[config.mk]
export PLATFORM = sky130hd
export DESIGN_NAME = lfsr_crc_check
export DESIGN_NICKNAME = d
export VERILOG_FILES = /design/src/rtl/lfsr_crc_check.sv
export SDC_FILE = /design/constraint.sdc
export NUM_CORES = 1
export LEC_CHECK = 0
export BUFFER_PORTS_ARGS = -buffer_cell sky130_fd_sc_hd__buf_4
export CAP_MARGIN = 20
export CORE_MARGIN = 2
export CORE_UTILIZATION = 30
export CTS_CLUSTER_DIAMETER = 100
export DETAILED_ROUTE_END_ITERATION = 6
export PLACE_DENSITY = 0.57
export REMOVE_ABC_BUFFERS = 1
export SLEW_MARGIN = 20
export SYNTH_ARGS = -nofsm -noshare
export SYNTH_HDL_FRONTEND = slang
export SYNTH_SLANG_ARGS = --single-unit
[constraint.sdc]
create_clock -name clk -period 3.5 [get_ports clk]
set_clock_uncertainty 0.05 [all_clocks]
set_input_delay 0.35 -clock clk [delete_from_list [all_inputs] [get_ports clk]]
set_output_delay 0.35 -clock clk [all_outputs]
set_load 0.1 [all_outputs]
[src/rtl/lfsr_crc_check.sv]
// rtl/lfsr_crc_check.sv - streaming receive-side CRC checker that strips the FCS and flags bad frames
//
// Optional feature macro: LFSR_CRC_CHECK_STATS_EN adds saturating frame counters
// (cnt_good, cnt_bad, cnt_runt) and a synchronous cnt_clear input.
//
// lfsr ports:
//   data_in   : data word folded into the CRC
//   state_in  : current LFSR state
//   state_out : LFSR state after data_in
//
// lfsr_crc_check ports:
//   clk, rst            : clock, asynchronous active-low reset
//   s_data/s_valid/s_ready/s_last : input frame (payload followed by FCS)
//   m_data/m_valid/m_ready/m_last : payload output, FCS stripped
//   m_crc_bad           : CRC mismatch, meaningful with m_valid & m_last
//   stat_good/bad/runt  : one-cycle frame result pulses

module lfsr #(
  parameter int                    LFSR_WIDTH        = 32,
  parameter logic [LFSR_WIDTH-1:0] LFSR_POLY         = 32'h04c11db7,
  parameter string                 LFSR_CONFIG       = "GALOIS",
  parameter int                    LFSR_FEED_FORWARD = 0,
  parameter int                    REVERSE           = 1,
  parameter int                    DATA_WIDTH        = 8,
  parameter string                 STYLE             = "AUTO"
) (
  input  logic [DATA_WIDTH-1:0] data_in,
  input  logic [LFSR_WIDTH-1:0] state_in,
  output logic [LFSR_WIDTH-1:0] state_out
);

  function automatic logic [LFSR_WIDTH-1:0] reflect(input logic [LFSR_WIDTH-1:0] v);
    logic [LFSR_WIDTH-1:0] r;
    for (int i = 0; i < LFSR_WIDTH; i++) r[i] = v[LFSR_WIDTH-1-i];
    return r;
  endfunction

  // LSB-first operation shifts right, so it needs the bit-reflected polynomial.
  localparam logic [LFSR_WIDTH-1:0] POLY_REV = reflect(LFSR_POLY);

  if (LFSR_CONFIG != "GALOIS") begin : g_cfg_chk
    $error("lfsr: only the GALOIS configuration is implemented");
  end

  // Every style elaborates the same unrolled XOR network; only names are validated.
  if (STYLE != "AUTO" && STYLE != "LOOP" && STYLE != "REDUCTION") begin : g_style_chk
    $error("lfsr: unknown STYLE");
  end

  logic [LFSR_WIDTH-1:0] st;
  logic                  fb;
  logic                  din;

  always_comb begin
    st  = state_in;
    fb  = 1'b0;
    din = 1'b0;
    for (int i = 0; i < DATA_WIDTH; i++) begin
      if (REVERSE != 0) begin
        din = data_in[i];
        fb  = st[0] ^ ((LFSR_FEED_FORWARD != 0) ? 1'b0 : din);
        st  = {1'b0, st[LFSR_WIDTH-1:1]} ^ (fb ? POLY_REV : '0);
        // Feed-forward mode injects data at the far end instead of the feedback path.
        if (LFSR_FEED_FORWARD != 0) st[LFSR_WIDTH-1] = st[LFSR_WIDTH-1] ^ din;
      end else begin
        din = data_in[DATA_WIDTH-1-i];
        fb  = st[LFSR_WIDTH-1] ^ ((LFSR_FEED_FORWARD != 0) ? 1'b0 : din);
        st  = {st[LFSR_WIDTH-2:0], 1'b0} ^ (fb ? LFSR_POLY : '0);
        if (LFSR_FEED_FORWARD != 0) st[0] = st[0] ^ din;
      end
    end
    state_out = st;
  end

endmodule

module lfsr_crc_check #(
  parameter int                    LFSR_WIDTH  = 32,
  parameter logic [LFSR_WIDTH-1:0] LFSR_POLY   = 32'h04c11db7,
  parameter logic [LFSR_WIDTH-1:0] LFSR_INIT   = '1,
  parameter string                 LFSR_CONFIG = "GALOIS",
  parameter int                    REVERSE     = 1,
  parameter int                    DATA_WIDTH  = 8,
  parameter logic [LFSR_WIDTH-1:0] RESIDUE     = 32'hdebb20e3,
  parameter string                 STYLE       = "AUTO"
) (
  input  logic                  clk,
  input  logic                  rst,
  input  logic [DATA_WIDTH-1:0] s_data,
  input  logic                  s_valid,
  output logic                  s_ready,
  input  logic                  s_last,
  output logic [DATA_WIDTH-1:0] m_data,
  output logic                  m_valid,
  input  logic                  m_ready,
  output logic                  m_last,
  output logic                  m_crc_bad,
  output logic                  stat_good,
  output logic                  stat_bad,
  output logic                  stat_runt
`ifdef LFSR_CRC_CHECK_STATS_EN
  ,
  input  logic                  cnt_clear,
  output logic [31:0]           cnt_good,
  output logic [31:0]           cnt_bad,
  output logic [31:0]           cnt_runt
`endif
);

  localparam int FCS_WORDS = LFSR_WIDTH / DATA_WIDTH;
  localparam int FILL_W    = $clog2(FCS_WORDS + 1);
  localparam logic [FILL_W-1:0] FILL_MAX = FILL_W'(FCS_WORDS);

  logic [LFSR_WIDTH-1:0] state_q, state_d, crc_next;
  logic [FILL_W-1:0]     fill_q, fill_d;
  // FCS_WORDS-deep delay line; the output register is its final stage, so a
  // payload word leaves only once FCS_WORDS later words have arrived behind it.
  logic [DATA_WIDTH-1:0] dl_q [FCS_WORDS];
  logic [DATA_WIDTH-1:0] m_data_q, m_data_d;
  logic                  m_valid_q, m_valid_d;
  logic                  m_last_q, m_last_d;
  logic                  m_crc_bad_q, m_crc_bad_d;
  logic                  good_q, good_d, bad_q, bad_d, runt_q, runt_d;
  logic                  accept, full, crc_ok;

  lfsr #(
    .LFSR_WIDTH       (LFSR_WIDTH),
    .LFSR_POLY        (LFSR_POLY),
    .LFSR_CONFIG      (LFSR_CONFIG),
    .LFSR_FEED_FORWARD(0),
    .REVERSE          (REVERSE),
    .DATA_WIDTH       (DATA_WIDTH),
    .STYLE            (STYLE)
  ) u_lfsr (
    .data_in  (s_data),
    .state_in (state_q),
    .state_out(crc_next)
  );

  assign s_ready = !m_valid_q | m_ready;
  assign accept  = s_valid & s_ready;
  assign full    = (fill_q == FILL_MAX);
  assign crc_ok  = (crc_next == RESIDUE);

  always_comb begin
    state_d     = state_q;
    fill_d      = fill_q;
    m_data_d    = m_data_q;
    m_valid_d   = m_valid_q;
    m_last_d    = m_last_q;
    m_crc_bad_d = m_crc_bad_q;
    good_d      = 1'b0;
    bad_d       = 1'b0;
    runt_d      = 1'b0;
    if (m_ready) m_valid_d = 1'b0;
    if (accept) begin
      if (full) begin
        m_valid_d   = 1'b1;
        m_data_d    = dl_q[FCS_WORDS-1];
        m_last_d    = s_last;
        m_crc_bad_d = s_last & !crc_ok;
      end
      if (s_last) begin
        state_d = LFSR_INIT;
        fill_d  = '0;
        good_d  = full & crc_ok;
        bad_d   = full & !crc_ok;
        runt_d  = !full;
      end else begin
        state_d = crc_next;
        if (!full) fill_d = fill_q + 1'b1;
      end
    end
  end

  always_ff @(posedge clk or negedge rst) begin
    if (!rst) begin
      state_q     <= LFSR_INIT;
      fill_q      <= '0;
      m_data_q    <= '0;
      m_valid_q   <= 1'b0;
      m_last_q    <= 1'b0;
      m_crc_bad_q <= 1'b0;
      good_q      <= 1'b0;
      bad_q       <= 1'b0;
      runt_q      <= 1'b0;
    end else begin
      state_q     <= state_d;
      fill_q      <= fill_d;
      m_data_q    <= m_data_d;
      m_valid_q   <= m_valid_d;
      m_last_q    <= m_last_d;
      m_crc_bad_q <= m_crc_bad_d;
      good_q      <= good_d;
      bad_q       <= bad_d;
      runt_q      <= runt_d;
    end
  end

  // Delay line contents are don't-care after reset; the fill count gates their use.
  always_ff @(posedge clk) begin
    if (accept) begin
      dl_q[0] <= s_data;
      for (int i = 1; i < FCS_WORDS; i++) dl_q[i] <= dl_q[i-1];
    end
  end

  assign m_data    = m_data_q;
  assign m_valid   = m_valid_q;
  assign m_last    = m_last_q;
  assign m_crc_bad = m_crc_bad_q;
  assign stat_good = good_q;
  assign stat_bad  = bad_q;
  assign stat_runt = runt_q;

`ifdef LFSR_CRC_CHECK_STATS_EN
  logic [31:0] cnt_good_q, cnt_bad_q, cnt_runt_q;

  // Clear wins over a coincident increment.
  always_ff @(posedge clk or negedge rst) begin
    if (!rst) begin
      cnt_good_q <= '0;
      cnt_bad_q  <= '0;
      cnt_runt_q <= '0;
    end else if (cnt_clear) begin
      cnt_good_q <= '0;
      cnt_bad_q  <= '0;
      cnt_runt_q <= '0;
    end else begin
      if (good_q && cnt_good_q != '1) cnt_good_q <= cnt_good_q + 32'd1;
      if (bad_q && cnt_bad_q != '1)   cnt_bad_q  <= cnt_bad_q + 32'd1;
      if (runt_q && cnt_runt_q != '1) cnt_runt_q <= cnt_runt_q + 32'd1;
    end
  end

  assign cnt_good = cnt_good_q;
  assign cnt_bad  = cnt_bad_q;
  assign cnt_runt = cnt_runt_q;
`endif

endmodule
==> impl_metrics.py, run 1 <==
metrics = {
    "worst_hold_path": {
        "min_path_type": "in -> async",
    },
    "worst_setup_path": {
        "timing.reg2reg.setup_slack_ps": 280,
        "cpMaxStageDelayCell": "sky130_fd_sc_hd__dfstp_2",
        "worst_r2r_path_depth": 7,
        "critPathMaxFanout": 7,
        "critPathArrivalTime_ps": 3360,
        "crit-reg2reg-launch": "state_q[0]",
        "critical_path.max_stage_delay_ps": 610,
        "critical_path.reg2reg.endpoint": "m_crc_bad",
        "critical_path_class": "reg -> reg",
        "crit_path_start_kind": "flip-flop",
        "worst-endpoint-required_ps": 3640,
        "ordered_list_of_cells_on_the_worst_path": "xor2_2 > xnor2_1 > or3_1 > a2111oi_2 > o2111ai_1 > a2111oi_2 > o21ai_0",
        "path_common_cell": "sky130_fd_sc_hd__a2111oi_2",
        "timing.critical_path.to_type": "flip-flop",
    },
    "die": {
        "floorplan.initialDensity_pct": 30.8,
        "floorplan.die.height_um": 121,
        "design.core.area_mm2": 0.0132,
        "io_pins": 28,
        "die-width_um": 121,
        "floorplan.die_area_mm2": 0.0145,
        "fp-row-count": 42,
    },
    "drt": {
        "dr_total_vias": 2400,
        "via_per_inst": 4.59,
        "antenna_left": 0,
        "total_detailed_routing_wirelength_mm": 7.68,
        "detail_route.first_pass.iterations": 4,
        "detailed_route_wire_length_per_cell_um": 14.7,
        "count_of_unresolved_drc_violations_after_routing": 0,
        "drt_first_iter_violations": 106,
    },
    "finish": {
        "nets": 358,
        "final_cell_mix": "35 x sky130_fd_sc_hd__xnor2_1, 32 x sky130_fd_sc_hd__edfxtp_1, 32 x sky130_fd_sc_hd__dfstp_2",
        "post_route_cells_drive_above_1_share_pct": 32.0,
        "diode_count": 0,
        "filler_cell_count": 1297,
        "area_growth_pct": 18.3,
        "most_common_cell_after_layout_fill_and_taps_aside": "sky130_fd_sc_hd__xnor2_1",
    },
    "placement": {
        "port_buffers": 27,
        "dpl.hpwl_mm": 5.36,
        "place_congestion": 0.918,
        "worst_setup_slack_before_clock_tree_synthesis_ps": 192,
    },
    "clocking": {
        "holdBufCountCts": 0,
        "cts_root_buf": "sky130_fd_sc_hd__clkbuf_16",
        "cts_setup_buffers": 0,
        "numCtsBuffers": 9,
        "htree_num_levels": 3,
        "clk-insertion-delay-late_ps": 330,
        "clkTransAtPathRegs_ps": 60,
        "postCtsResizedCells": 0,
        "tritoncts_clock_tree": "done",
        "clkSinkCount": 81,
        "clockBufferDepth": 2,
    },
    "sta": {
        "maxSlewHeadroom_pct": 56.1,
        "post-route-period-util_pct": 92.1,
        "setup_total_negative_slack_ps": 0,
        "final-hold-violation-count": 6,
        "setup_ws_ps": 276,
        "slew_violations": 0,
        "max_freq_ghz": 0.310,
        "min_period_ps": 3220,
        "rsz_0062_raised_after_global_routing": "no",
        "timing_worst_slew_pin_value_ps": 654,
        "whs_ps": -15.4,
        "setup_viol_count_final": 0,
    },
    "logic_synthesis": {
        "synth_area_mm2": 0.00408,
        "yosys_warnings": 0,
        "synth.ff_latch_count": 81,
        "postSynthAreaPerCell_um2": 13.3,
        "synth_cells": 307,
        "synthDistinctLibCells": 40,
        "synth_seq_area_share_pct": 54.7,
    },
    "global_route": {
        "initial_antenna_violation_count": 0,
        "grt_pass1_vias": 2467,
        "wire_length_of_the_first_global_routing_pass_mm": 12.8,
        "groute.usage.overall_pct": 11.5,
        "globalRouteOverflowTotal": 0,
        "maximum_number_of_pins_on_one_net_before_global_route_repair": 50,
    },
    "run_status": {
        "status": "complete, but fails checks",
        "violations": "hold timing",
    },
    "job": {
        "drv.max_cap_violation_count": 0,
    },
}
==> stage by stage <==
stage / utilization, % / instances / cell area, µm²
6_report: 36.4 / 523 / 4820
5_1_grt: 36.4 / 523 / 4820
4_1_cts: 36.4 / 523 / 4820
3_5_place_dp: 34.0 / 507 / 4500
3_3_place_gp: 34.0 / 507 / 4500
2_1_floorplan: - / 300 / 4050
==> cells by family (layout without fill, tap and decap cells) <==
group,after synthesis,count (layout),share of synthesized area [%]
muxes,13,13,3.50
DFF,81,81,54.7
buffers and inverters,16,56,1.47
AOI/OAI and AO/OA,47,47,7.65
and+or+nand+nor,73,73,8.87
adders and majority gates,3,3,0.921
xor gates and xnor gates,74,74,22.9
==> worst max-delay path, delay by kind of cell, from the launching register on <==
kind / cells / cell delay (ps)
simple gates: 1 / 440
compound gates: 4 / 1330
flops: 1 / 610
xor+xnor: 2 / 660
==> cell type report <==
| cell class | count | area [µm²] | share of cell area (%) |
|---|---|---|---|
| inverters | 9 | 33.8 | 0.701 |
| multi-input cells | 210 | 1790 | 37.1 |
| flip-flops and latches | 81 | 2230 | 46.2 |
| well taps | 176 | 220 | 4.57 |
| repair buffers | 31 | 233 | 4.83 |
| clock buffers | 10 | 239 | 4.96 |
| clock inverters | 6 | 81.3 | 1.69 |
==> how the worst max path moves through the flow <==
stage,from,end
finish,state_q[0],m_crc_bad
global route,state_q[4],m_crc_bad
CTS,state_q[4],m_crc_bad
detailed placement,s_data[4],m_crc_bad
global placement,s_data[4],m_crc_bad
floorplan,m_valid,m_data[0]
==> Yosys cell counts, drive strengths merged <==
master | count | area, µm²
a22oi | 4 | 30.0
nand3b | 1 | 7.51
or3b | 1 | 8.76
o21ai | 4 | 20.0
a21oi | 26 | 130
mux2 | 10 | 113
and3 | 4 | 25.0
dfrtp | 17 | 425
nor3 | 2 | 10.0
and3b | 1 | 8.76
edfxtp | 32 | 961
xor2 | 17 | 156
a2111oi | 3 | 45.0
mux2i | 3 | 30.0
xnor3 | 12 | 275
xnor2 | 45 | 503
nor2b | 5 | 31.3
and2 | 1 | 6.26
o2111ai | 2 | 17.5
clkbuf | 7 | 26.3
o211a | 1 | 10.0
or2 | 4 | 25.0
nor3b | 3 | 22.5
ha | 3 | 37.5
a22o | 1 | 8.76
dfstp | 32 | 841
inv | 9 | 33.8
nand2b | 1 | 6.26
or3 | 6 | 37.5
a31oi | 1 | 6.26
o22a | 5 | 43.8
nor2 | 28 | 105
nand2 | 10 | 37.5
nand3 | 6 | 30.0
==> layer usage <==
layer  vias to the layer above  routed length [µm]  track usage (%)
met2                        63                3720             18.8
met3                        13                 354             3.40
met4                         0                 154             4.51
met5                         -                   0                0
li1                       1144                   -                -
met1                      1180                3450             14.4
==> state kept, by name, indices dropped and copies added (netlist names) <==
signal / count
dl_q: 32
state_q: 32
m_data: 8
fill_q: 3
m_crc_bad: 1
m_last: 1
m_valid: 1
stat_bad: 1
stat_good: 1
stat_runt: 1
Power of run 1 is left out: the tool's default activity adds up to more than one toggle a clock period on the data nets, which glitch-free logic cannot reach.
==> run 2: changes to the inputs <==
CORE_MARGIN = 3   (was 2)
==> run 2 against run 1 <==
Net effect: sequential share of layout area is 0.59 points higher; register-to-register slack better by 90 ps; non-clock buffer count stayed put; critical path depth stayed put; the flow still finishes with violations (hold timing); core utilization is 0.41 points higher; via count is 0.96% lower.
==> impl_metrics.py, run 2 (synthesis results as in run 1) <==
metrics = {
    "run_status": {
        "status": "complete, but fails checks",
        "violations": "hold timing",
    },
    "die": {
        "floorplan.initialDensity_pct": 31.5,
        "io_pins": 28,
        "die-width_um": 123,
        "design.core.area_mm2": 0.0129,
        "floorplan.die_area_mm2": 0.0150,
        "fp-row-count": 41,
        "floorplan.die.height_um": 123,
    },
    "clocking": {
        "clk-insertion-delay-late_ps": 330,
        "postCtsResizedCells": 0,
        "clkTransAtPathRegs_ps": 60,
        "clkSinkCount": 81,
        "holdBufCountCts": 0,
        "cts_root_buf": "sky130_fd_sc_hd__clkbuf_16",
        "clockBufferDepth": 2,
        "cts_setup_buffers": 0,
        "htree_num_levels": 3,
        "numCtsBuffers": 9,
        "tritoncts_clock_tree": "done",
    },
    "finish": {
        "final_non_filler_cell_area_mm2": 0.00476,
        "most_common_cell_after_layout_fill_and_taps_aside": "sky130_fd_sc_hd__xnor2_1",
        "nets": 358,
        "post_route_cells_drive_above_1_share_pct": 32.0,
        "area_growth_pct": 16.8,
        "diode_count": 0,
        "final_cell_mix": "35 x sky130_fd_sc_hd__xnor2_1, 32 x sky130_fd_sc_hd__edfxtp_1, 32 x sky130_fd_sc_hd__dfstp_2",
    },
    "placement": {
        "worst_setup_slack_before_clock_tree_synthesis_ps": 252,
        "port_buffers": 27,
        "placedInstanceArea_mm2": 0.00450,
        "place_congestion": 0.928,
        "dpl.hpwl_mm": 5.39,
    },
    "global_route": {
        "initial_antenna_violation_count": 0,
        "groute.usage.overall_pct": 11.3,
        "wire_length_of_the_first_global_routing_pass_mm": 12.9,
        "grt_pass1_vias": 2438,
        "globalRouteOverflowTotal": 0,
        "maximum_number_of_pins_on_one_net_before_global_route_repair": 50,
    },
    "sta": {
        "rsz_0062_raised_after_global_routing": "no",
        "whs_ps": -21.3,
        "final-hold-violation-count": 10,
        "slew_violations": 0,
        "post-route-period-util_pct": 89.6,
        "max_freq_ghz": 0.319,
        "min_period_ps": 3140,
        "setup_ws_ps": 364,
        "timing_worst_slew_pin_value_ps": 683,
        "maxSlewHeadroom_pct": 54.2,
        "setup_viol_count_final": 0,
    },
    "worst_setup_path": {
        "critical_path.max_stage_delay_ps": 620,
        "path_common_cell": "sky130_fd_sc_hd__a2111oi_2",
        "timing.critical_path.to_type": "flip-flop",
        "cp_top_family": "compound AO/OA/AOI/OAI gates",
        "critical_path_class": "reg -> reg",
        "ordered_list_of_cells_on_the_worst_path": "xor2_2 > xnor2_1 > or3_1 > a2111oi_2 > o2111ai_1 > a2111oi_2 > o21ai_0",
        "critical_path_buf_inv_count": 0,
        "critPathArrivalTime_ps": 3280,
        "crit_path_start_kind": "flip-flop",
        "critPathMaxFanout": 7,
        "worst-endpoint-required_ps": 3650,
        "cpMaxStageDelayCell": "sky130_fd_sc_hd__dfstp_2",
    },
    "job": {
        "drv.max_cap_violation_count": 0,
    },
    "drt": {
        "total_detailed_routing_wirelength_mm": 7.74,
        "dr_total_vias": 2377,
        "antenna_left": 0,
        "via_per_inst": 4.58,
        "detail_route.first_pass.iterations": 4,
        "count_of_unresolved_drc_violations_after_routing": 0,
        "detailed_route_wire_length_per_cell_um": 14.9,
        "drt_first_iter_violations": 165,
    },
    "worst_hold_path": {
        "min_path_type": "in -> async",
    },
}
run 2: stage by stage:
stage / hold slack (ps) / util, % / instances / TNS [ps]
after global placement: 351 / 34.8 / 503 / 0
final: -21.3 / 36.8 / 519 / 0
after detailed placement: 355 / 34.8 / 503 / 0
after global routing: 32.4 / 36.8 / 519 / 0
after CTS: 7.36 / 36.8 / 519 / 0
after floorplan: 4.41 / - / 300 / -13740
run 2: layer usage:
layer	track usage, %	part of all wire, %	vias up
met5	0	0	-
li1	-	-	1142
met3	3.00	4.6	18
met1	14.5	46	1160
met4	5.81	2.8	0
met2	17.5	47	57
run 2: final timing paths:
| check | startpoint | endpoint | slack [ps] | depth (start not counted) |
|---|---|---|---|---|
| min reg2reg | dl_q[0][2] | dl_q[1][2] | 370 | 0 |
| max in group asynchronous | rst | m_data[7] | 2990 | 1 |
| max | state_q[0] | m_crc_bad | 360 | 7 |
| min in group clk | s_data[5] | dl_q[0][5] | 170 | 1 |
| max reg2reg | state_q[0] | m_crc_bad | 360 | 7 |
| min | rst | m_data[2] | -20 | 1 |
run 2: layout make-up:
cell class / count / area, µm²
clock buffer: 10 / 229
clock inverter: 6 / 35.0
fill: 1248 / 8170
inverter: 9 / 33.8
multi-input combinational: 210 / 1790
sequential: 81 / 2230
tap: 172 / 215
timing repair buffer: 31 / 233
Power of run 2 is left out for the same reason.
